$ cat config.mk
export PLATFORM = sky130hd
export DESIGN_NAME = io_thread_ctrl_slave
export DESIGN_NICKNAME = d
export VERILOG_FILES = /design/src/rtl/io_thread_ctrl_slave_pkg.sv /design/src/rtl/io_thread_ctrl_slave.sv
export SDC_FILE = /design/constraint.sdc
export NUM_CORES = 1
export LEC_CHECK = 0
export ABC_AREA = 0
export ABC_CLOCK_PERIOD_IN_PS = 2029
export CAP_MARGIN = 20
export CORE_AREA = 2 2 123 125
export DETAILED_ROUTE_END_ITERATION = 6
export DIE_AREA = 0 0 125 127
export MAX_ROUTING_LAYER = met4
export PLACE_DENSITY = 0.66
export SLEW_MARGIN = 20
export SYNTH_ARGS = -nofsm -noshare
export SYNTH_HDL_FRONTEND = slang
export SYNTH_SLANG_ARGS = --single-unit
$ cat constraint.sdc
create_clock -name clk -period 2.03 [get_ports clk]
set_input_delay 0.406 -clock clk [delete_from_list [all_inputs] [get_ports clk]]
set_output_delay 0.406 -clock clk [all_outputs]
set_load 0.02 [all_outputs]
$ cat src/rtl/io_thread_ctrl_slave_pkg.sv
// Shared definitions for the IO thread-control slave: register offsets, AXI
// response codes, FSM states and the window-decode result record.
package io_thread_ctrl_slave_pkg;

    localparam logic [3:0] THREAD_CTRL_EN      = 4'h0;
    localparam logic [3:0] THREAD_CTRL_RESUME  = 4'h4;
    localparam logic [3:0] THREAD_CTRL_SUSPEND = 4'h8;
    localparam logic [3:0] THREAD_CTRL_ID      = 4'hC;

    localparam logic [1:0] AXI_RESP_OKAY   = 2'b00;
    localparam logic [1:0] AXI_RESP_SLVERR = 2'b10;

    typedef enum logic [2:0] {
        ST_IDLE    = 3'd0,
        ST_WR_PASS = 3'd1,
        ST_RD_PASS = 3'd2,
        ST_LW_ADDR = 3'd3,
        ST_LW_RESP = 3'd4,
        ST_LR_RESP = 3'd5
    } state_t;

    // hit: address inside the window; known: no stray offset bits above [3:0]
    typedef struct packed {
        logic       hit;
        logic       known;
        logic [3:0] off;
    } win_dec_t;

endpackage

$ cat src/rtl/io_thread_ctrl_slave.sv
// AXI4-Lite IO-path slave: terminates the local thread-control window and
// forwards all other traffic to the external master port, one transaction at a time.
module io_thread_ctrl_slave
    import io_thread_ctrl_slave_pkg::*;
#(
    parameter int                    ADDR_WIDTH    = 32,
    parameter int                    DATA_WIDTH    = 32,
    parameter int                    TOTAL_THREADS = 4,
    parameter logic [ADDR_WIDTH-1:0] CTRL_BASE     = 32'h0000_5000,
    parameter logic [ADDR_WIDTH-1:0] CTRL_MASK     = 32'h0000_F000
) (
    input  logic                      clk,
    input  logic                      reset,
    input  logic [ADDR_WIDTH-1:0]     s_awaddr,
    input  logic [2:0]                s_awprot,
    input  logic                      s_awvalid,
    output logic                      s_awready,
    input  logic [DATA_WIDTH-1:0]     s_wdata,
    input  logic [DATA_WIDTH/8-1:0]   s_wstrb,
    input  logic                      s_wvalid,
    output logic                      s_wready,
    output logic [1:0]                s_bresp,
    output logic                      s_bvalid,
    input  logic                      s_bready,
    input  logic [ADDR_WIDTH-1:0]     s_araddr,
    input  logic [2:0]                s_arprot,
    input  logic                      s_arvalid,
    output logic                      s_arready,
    output logic [DATA_WIDTH-1:0]     s_rdata,
    output logic [1:0]                s_rresp,
    output logic                      s_rvalid,
    input  logic                      s_rready,
    output logic [ADDR_WIDTH-1:0]     m_awaddr,
    output logic [2:0]                m_awprot,
    output logic                      m_awvalid,
    input  logic                      m_awready,
    output logic [DATA_WIDTH-1:0]     m_wdata,
    output logic [DATA_WIDTH/8-1:0]   m_wstrb,
    output logic                      m_wvalid,
    input  logic                      m_wready,
    input  logic [1:0]                m_bresp,
    input  logic                      m_bvalid,
    output logic                      m_bready,
    output logic [ADDR_WIDTH-1:0]     m_araddr,
    output logic [2:0]                m_arprot,
    output logic                      m_arvalid,
    input  logic                      m_arready,
    input  logic [DATA_WIDTH-1:0]     m_rdata,
    input  logic [1:0]                m_rresp,
    input  logic                      m_rvalid,
    output logic                      m_rready,
    input  logic [TOTAL_THREADS-1:0]  thread_en,
    output logic [TOTAL_THREADS-1:0]  thread_resume_mask,
    output logic [TOTAL_THREADS-1:0]  thread_suspend_mask
);

    localparam logic [ADDR_WIDTH-1:0] LOW_NIBBLE  = {{(ADDR_WIDTH-4){1'b0}}, 4'hF};
    localparam logic [ADDR_WIDTH-1:0] HI_OFF_MASK = ~CTRL_MASK & ~LOW_NIBBLE;

    function automatic win_dec_t win_decode(input logic [ADDR_WIDTH-1:0] addr);
        win_dec_t d;
        d.hit   = (addr & CTRL_MASK) == (CTRL_BASE & CTRL_MASK);
        d.known = (addr & HI_OFF_MASK) == '0;
        d.off   = addr[3:0];
        return d;
    endfunction

    state_t                  state_r, next_s;
    win_dec_t                wdec_r, aw_dec_s, ar_dec_s, wsel_s;
    logic [1:0]              bresp_r, rresp_r;
    logic [DATA_WIDTH-1:0]   rdata_r;
    logic [TOTAL_THREADS-1:0] resume_r, suspend_r, wbits_s;
    logic                    wr_fire_s, rd_fire_s;

    assign aw_dec_s = win_decode(s_awaddr);
    assign ar_dec_s = win_decode(s_araddr);
    assign wsel_s   = (state_r == ST_IDLE) ? aw_dec_s : wdec_r;

    assign m_awaddr = s_awaddr;
    assign m_awprot = s_awprot;
    assign m_wdata  = s_wdata;
    assign m_wstrb  = s_wstrb;
    assign m_araddr = s_araddr;
    assign m_arprot = s_arprot;

    assign s_bresp  = (state_r == ST_WR_PASS) ? m_bresp : bresp_r;
    assign s_rresp  = (state_r == ST_RD_PASS) ? m_rresp : rresp_r;
    assign s_rdata  = (state_r == ST_RD_PASS) ? m_rdata : rdata_r;

    assign thread_resume_mask  = resume_r;
    assign thread_suspend_mask = suspend_r;

    // Thread bits of the write data, each gated by the strobe of its byte lane
    always_comb begin
        wbits_s = '0;
        for (int i = 0; i < TOTAL_THREADS; i++) begin
            wbits_s[i] = s_wdata[i] & s_wstrb[i/8];
        end
    end

    // Next-state and handshake decode; nothing is accepted while reset is held
    always_comb begin
        next_s    = state_r;
        s_awready = 1'b0;
        s_wready  = 1'b0;
        s_bvalid  = 1'b0;
        s_arready = 1'b0;
        s_rvalid  = 1'b0;
        m_awvalid = 1'b0;
        m_wvalid  = 1'b0;
        m_bready  = 1'b0;
        m_arvalid = 1'b0;
        m_rready  = 1'b0;
        wr_fire_s = 1'b0;
        rd_fire_s = 1'b0;
        if (!reset) begin
            next_s = ST_IDLE;
        end else begin
            case (state_r)
                ST_IDLE: begin
                    if (s_awvalid) begin
                        if (aw_dec_s.hit) begin
                            s_awready = 1'b1;
                            if (s_wvalid) begin
                                s_wready  = 1'b1;
                                wr_fire_s = 1'b1;
                                next_s    = ST_LW_RESP;
                            end else begin
                                next_s = ST_LW_ADDR;
                            end
                        end else begin
                            next_s = ST_WR_PASS;
                        end
                    end else if (s_arvalid) begin
                        if (ar_dec_s.hit) begin
                            s_arready = 1'b1;
                            rd_fire_s = 1'b1;
                            next_s    = ST_LR_RESP;
                        end else begin
                            next_s = ST_RD_PASS;
                        end
                    end else begin
                        next_s = ST_IDLE;
                    end
                end
                ST_WR_PASS: begin
                    m_awvalid = s_awvalid;
                    s_awready = m_awready;
                    m_wvalid  = s_wvalid;
                    s_wready  = m_wready;
                    s_bvalid  = m_bvalid;
                    m_bready  = s_bready;
                    if (m_bvalid && s_bready) begin
                        next_s = ST_IDLE;
                    end else begin
                        next_s = ST_WR_PASS;
                    end
                end
                ST_RD_PASS: begin
                    m_arvalid = s_arvalid;
                    s_arready = m_arready;
                    s_rvalid  = m_rvalid;
                    m_rready  = s_rready;
                    if (m_rvalid && s_rready) begin
                        next_s = ST_IDLE;
                    end else begin
                        next_s = ST_RD_PASS;
                    end
                end
                ST_LW_ADDR: begin
                    s_wready = s_wvalid;
                    if (s_wvalid) begin
                        wr_fire_s = 1'b1;
                        next_s    = ST_LW_RESP;
                    end else begin
                        next_s = ST_LW_ADDR;
                    end
                end
                ST_LW_RESP: begin
                    s_bvalid = 1'b1;
                    if (s_bready) begin
                        next_s = ST_IDLE;
                    end else begin
                        next_s = ST_LW_RESP;
                    end
                end
                ST_LR_RESP: begin
                    s_rvalid = 1'b1;
                    if (s_rready) begin
                        next_s = ST_IDLE;
                    end else begin
                        next_s = ST_LR_RESP;
                    end
                end
                default: next_s = ST_IDLE;
            endcase
        end
    end

    // State, latched write offset, response registers and one-cycle mask pulses
    always_ff @(posedge clk) begin
        if (!reset) begin
            state_r   <= ST_IDLE;
            wdec_r    <= '0;
            bresp_r   <= AXI_RESP_OKAY;
            rresp_r   <= AXI_RESP_OKAY;
            rdata_r   <= '0;
            resume_r  <= '0;
            suspend_r <= '0;
        end else begin
            state_r   <= next_s;
            resume_r  <= '0;
            suspend_r <= '0;
            if (state_r == ST_IDLE && s_awvalid) begin
                wdec_r <= aw_dec_s;
            end
            if (wr_fire_s) begin
                bresp_r <= AXI_RESP_SLVERR;
                if (wsel_s.known) begin
                    case (wsel_s.off)
                        THREAD_CTRL_RESUME: begin
                            bresp_r  <= AXI_RESP_OKAY;
                            resume_r <= wbits_s;
                        end
                        THREAD_CTRL_SUSPEND: begin
                            bresp_r   <= AXI_RESP_OKAY;
                            suspend_r <= wbits_s;
                        end
                        default: bresp_r <= AXI_RESP_SLVERR;
                    endcase
                end
            end
            if (rd_fire_s) begin
                rdata_r <= '0;
                rresp_r <= AXI_RESP_SLVERR;
                if (ar_dec_s.known) begin
                    case (ar_dec_s.off)
                        THREAD_CTRL_EN: begin
                            rdata_r <= DATA_WIDTH'(thread_en);
                            rresp_r <= AXI_RESP_OKAY;
                        end
                        THREAD_CTRL_ID: begin
                            rdata_r <= DATA_WIDTH'(TOTAL_THREADS);
                            rresp_r <= AXI_RESP_OKAY;
                        end
                        default: rresp_r <= AXI_RESP_SLVERR;
                    endcase
                end
            end
        end
    end

endmodule

After elaboration in Yosys (flattened, before gate mapping)
Cells that the tools add are included.
{"block": "totals", "output_inout_bits": 160, "wordCells": 85, "in_bits": 158, "ff_bits": 52}
{"block": "classes", "eq_ne": 10, "n_mux": 52, "n_bitwise": 4, "n_reduce_logical": 11}
{"cell": "$logic_not 32->1", "n": 2}
{"cell": "$mux 32", "n": 1}
{"cell": "$mux 1", "n": 27}
{"cell": "$mux 3", "n": 7}
{"cell": "$pmux 3 s6", "n": 1}
{"cell": "$mux 2", "n": 7}
{"cell": "$eq 4x3->1 const B", "n": 3}
{"cell": "$pmux 1 s2", "n": 5}
{"cell": "$eq 4x4->1 const B", "n": 2}
{"cell": "$pmux 4 s2", "n": 1}
{"cell": "$reduce_and 4->1", "n": 2}
{"cell": "$eq 3x2->1 const B", "n": 2}
{"cell": "$eq 3x3->1 const B", "n": 2}
{"cell": "$mux 5", "n": 1}
{"cell": "$and 1x1->1", "n": 4}
{"cell": "$logic_not 4->1", "n": 1}
{"cell": "$mux 4", "n": 1}
{"cell": "$reduce_or 2->1", "n": 2}
{"cell": "$eq 3x1->1 const B", "n": 1}
{"cell": "$logic_and 1x1->1", "n": 3}
{"cell": "$logic_not 3->1", "n": 1}
{"cell": "$pmux 1 s3", "n": 1}

Longest topological paths before layout
{"block": "depth", "ltp_word": 6, "ltp_mapped": 6, "ltp_nobuf": 4}

Worst setup path before layout
No wires, ideal clock.
{"block": "synth_path", "kind": "input to output", "startpoint": "input s_awaddr[13]", "endpoint": "output s_wready", "n_path_buf": 0, "setup_slack_ps": -18, "stages": 4, "t_arrival_ps": 1642, "path_cell_list": "nor4bb_1 a32oi_1 or2_2 a21oi_1"}
{"block": "synth_between", "elab_chain_len": 5}
{"element": "from (decl)", "line_no": "io_thread_ctrl_slave.sv:14", "rtl": "input logic [ADDR_WIDTH-1:0] s_awaddr,"}
{"element": "$eq 4x3->1", "line_no": "io_thread_ctrl_slave.sv:62", "rtl": "d.hit = (addr & CTRL_MASK) == (CTRL_BASE & CTRL_MASK);"}
{"element": "$mux 1", "line_no": "io_thread_ctrl_slave.sv:122", "rtl": "if (aw_dec_s.hit) begin"}
{"element": "$mux 1", "line_no": "io_thread_ctrl_slave.sv:121", "rtl": "if (s_awvalid) begin"}
{"element": "$pmux 1 s3", "line_no": "io_thread_ctrl_slave.sv:119", "rtl": "case (state_r)"}
{"element": "$mux 1", "line_no": "io_thread_ctrl_slave.sv:116", "rtl": "if (!reset) begin"}
{"element": "to (decl)", "line_no": "io_thread_ctrl_slave.sv:21", "rtl": "output logic s_wready,"}
No other way between the ends.

Worst setup path in the final report
{"block": "layout_path", "startpoint": "register state_r[1]", "endpoint": "output s_wready"}
{"block": "layout_between", "elab_chain_len": 3, "elab_cells_between_ends": 5}
{"element": "from (decl)", "line_no": "io_thread_ctrl_slave.sv:68", "rtl": "state_t state_r, next_s;"}
{"element": "from (signal assigned)", "line_no": "io_thread_ctrl_slave.sv:211", "rtl": "state_r <= next_s;"}
{"element": "$eq 3x2->1, or another cell as far along", "line_no": "io_thread_ctrl_slave.sv:119"}
{"element": "$pmux 1 s3 (*)", "line_no": "io_thread_ctrl_slave.sv:119"}
{"element": "$mux 1 (*)", "line_no": "io_thread_ctrl_slave.sv:116"}
Every way passes the cells marked *; elsewhere a longest branch is shown, timed or not.

==> metrics.yaml <==
run_status:
  outcome: "finished with violations"
  failed_checks: "setup timing"
clocking:
  numClockSinks: 22
  clk_pin_slew_ps: 60
  clk_latency_ps: 260
  cts_buffers: 3
  cts-root-buf: "clkbuf_16"
  cts_tree: "yes"
  h-tree-depth: 1
  cts_buffer_depth: 2
logic_synthesis:
  syn_nets: 467
  synthFlopType: "dfxtp_1"
  synthCells: 309
  netlist_top_cells_count: "106 x buf_4, 34 x and2_1, 22 x dfxtp_1"
  seq_area_frac_synth_pct: 18.1
  syn_avg_cell_area_um2: 7.88
  yosysMostFrequentCell: "buf_4"
  synth_cell_types: 47
  ys_ff_latch: 22
  yosys_warnings: 0
  synth_area_leader_cell: "buf_4"
  syn_area_um2: 2440
  synth.top_cell.area_share_pct: 32.7
  synth_area_leaders: "buf_4 33%, dfxtp_1 18%, and2_1 8.7%, nor4_1 3.6%, mux2_2 3.2%"
  synthArstFlopShare_pct: 0
  synth_edf_count: 0
grt:
  grt_overflow: 0
  grt_usage_pct: 12.4
  grt_start_max_net_pins: 19
  grt_pass1_vias: 3092
  antenna_found_initial: 0
  grt_pass1_wl_um: 15800
flow_run:
  max-cap-violations: 0
critical_path:
  startpoint_type: "flop"
  cp.arrival_ps: 1740
  endpoint_kind: "output pin"
  crit_required_ps: 1620
  crit_type: "reg -> out"
  path_max_fanout: 4
route:
  drc: 0
  ant_nets: 0
  drtIter0Drc: 139
  drt-pass1-iter-count: 4
  vias: 2873
  vias_per_cell: 4.16
  wl_per_cell_um: 14.9
  wl_um: 10300
placed_design:
  dp_hpwl_um: 8330
  globalplace.congestion: 0.791
  port_buffers: 243
  place_ws_ps: -939
  placed_cell_area_um2: 4670
die:
  fp.dieArea_um2: 15900
  die-height_um: 127
  core_um2: 14400
  start_util_pct: 16.9
  fp.dieW_um: 125
  rows: 44
  io_pins: 318
sta:
  final_max_slew_viol_count: 0
  rsz0062_at_grt: "true"
  slew_headroom_pct: 74.4
  setup_violations: 7
  min_period_ps: 2150
  fin_tns_setup_ps: -298
  fin_crit_sh_pct: 106
  tightest_slew_ps: 381
  fmax_mhz: 466
  fin_skew_ps: 9.42
  fin_worst_hold_slack_ps: 457
  worst_slack_ps: -115
  hold_viol_final: 0
power_and_ir_drop:
  vdd_drop_max_uv: 395
  p_leak_uw: 0.00208
  p_per_area_nw_per_um2: 411
layout:
  syn_to_final_growth_pct: 101
  nNetsFinal: 666
  nFillCells: 1480
  drive_gt1_share_pct: 30.4
  n_antenna_cell: 0
  fin_util_pct: 34.0
  finalInstanceArea_um2: 4910
hold_path:
  holdCritPathClass: "reg -> reg"
sequential cells by signal, indices dropped and copies added, names as in the netlist:
name                 count
thread_suspend_mask      4
state_r                  3
wdec_r                   5
thread_resume_mask       4
rdata_r                  4
rresp_r                  1
bresp_r                  1
worst paths after layout:
path              depth (start not counted)                     to        from  slack [ps]
hold reg to reg                           2             rdata_r[2]  rdata_r[2]         460
setup / recovery                          7               s_wready  state_r[1]        -120
hold / removal                            2             rdata_r[2]  rdata_r[2]         460
setup reg to reg                          9  thread_resume_mask[2]  state_r[1]         130
cell families after synthesis:
logic type      share of synthesized area [%]
flops                                    18.1
compound gates                           10.2
mux                                      4.06
simple gates                             31.7
buf+inv                                  34.9
xor+xnor                                 1.08
cells in the final DEF, fill, tap and decap left out, types with 6 or more instances in the layout:
cell and count:
and2_1 32, and3_1 6, buf_2 31, buf_4 61
buf_6 16, clkdlybuf4s50_1 186, dfxtp_1 19, dlygate4sd2_1 8
nand2_1 17, nand3_1 7, nor3_1 8, nor4_1 13
what timing repair did:
action	CTS	global route
cloned	2	0
pin swaps	8	9
gates resized for setup	212	50
buffers inserted	8	8
hold buffers	0	0
endpoints found under the setup margin	50	34
final cells by class:
cell class              instances  area [um2]  share of cell area, %
repair buffers                312        2860                   58.3
multi-input cells             169        1260                   25.7
flip-flops and latches         22         449                   9.16
well taps                     184         230                   4.69
clock buffers                   3        75.1                   1.53
clock inverters                 1        30.0                  0.612
critical path, cell delays in order (launching register included):
cell	delay [ps]
dfxtp_4	360
buf_6	110
nor4b_4	290
buf_4	170
a22o_1	170
nand3_2	80
a21oi_2	150
buf_4	150
routing by layer:
layer	routed length, um	track usage [%]	part of all wire (%)
met4	127	3.53	1.2
met3	817	3.22	7.9
met2	5240	21.6	51
met1	4100	14.3	40
met5	0	-	0
through the flow:
step | power [uW] | instances
after global routing | 2120 | 691
after detailed placement | 1400 | 670
final | 2020 | 691
after floorplan | 1000 | 309
after CTS | 2030 | 684
after global placement | 1390 | 670
where the power goes:
part | total (uW) | switching, uW | internal (uW)
Combinational | 987 | 418 | 568
Clock | 577 | 184 | 392
Sequential | 454 | 12.0 | 442
Total | 2020 | 615 | 1400
(Power assumes the default switching activity.)
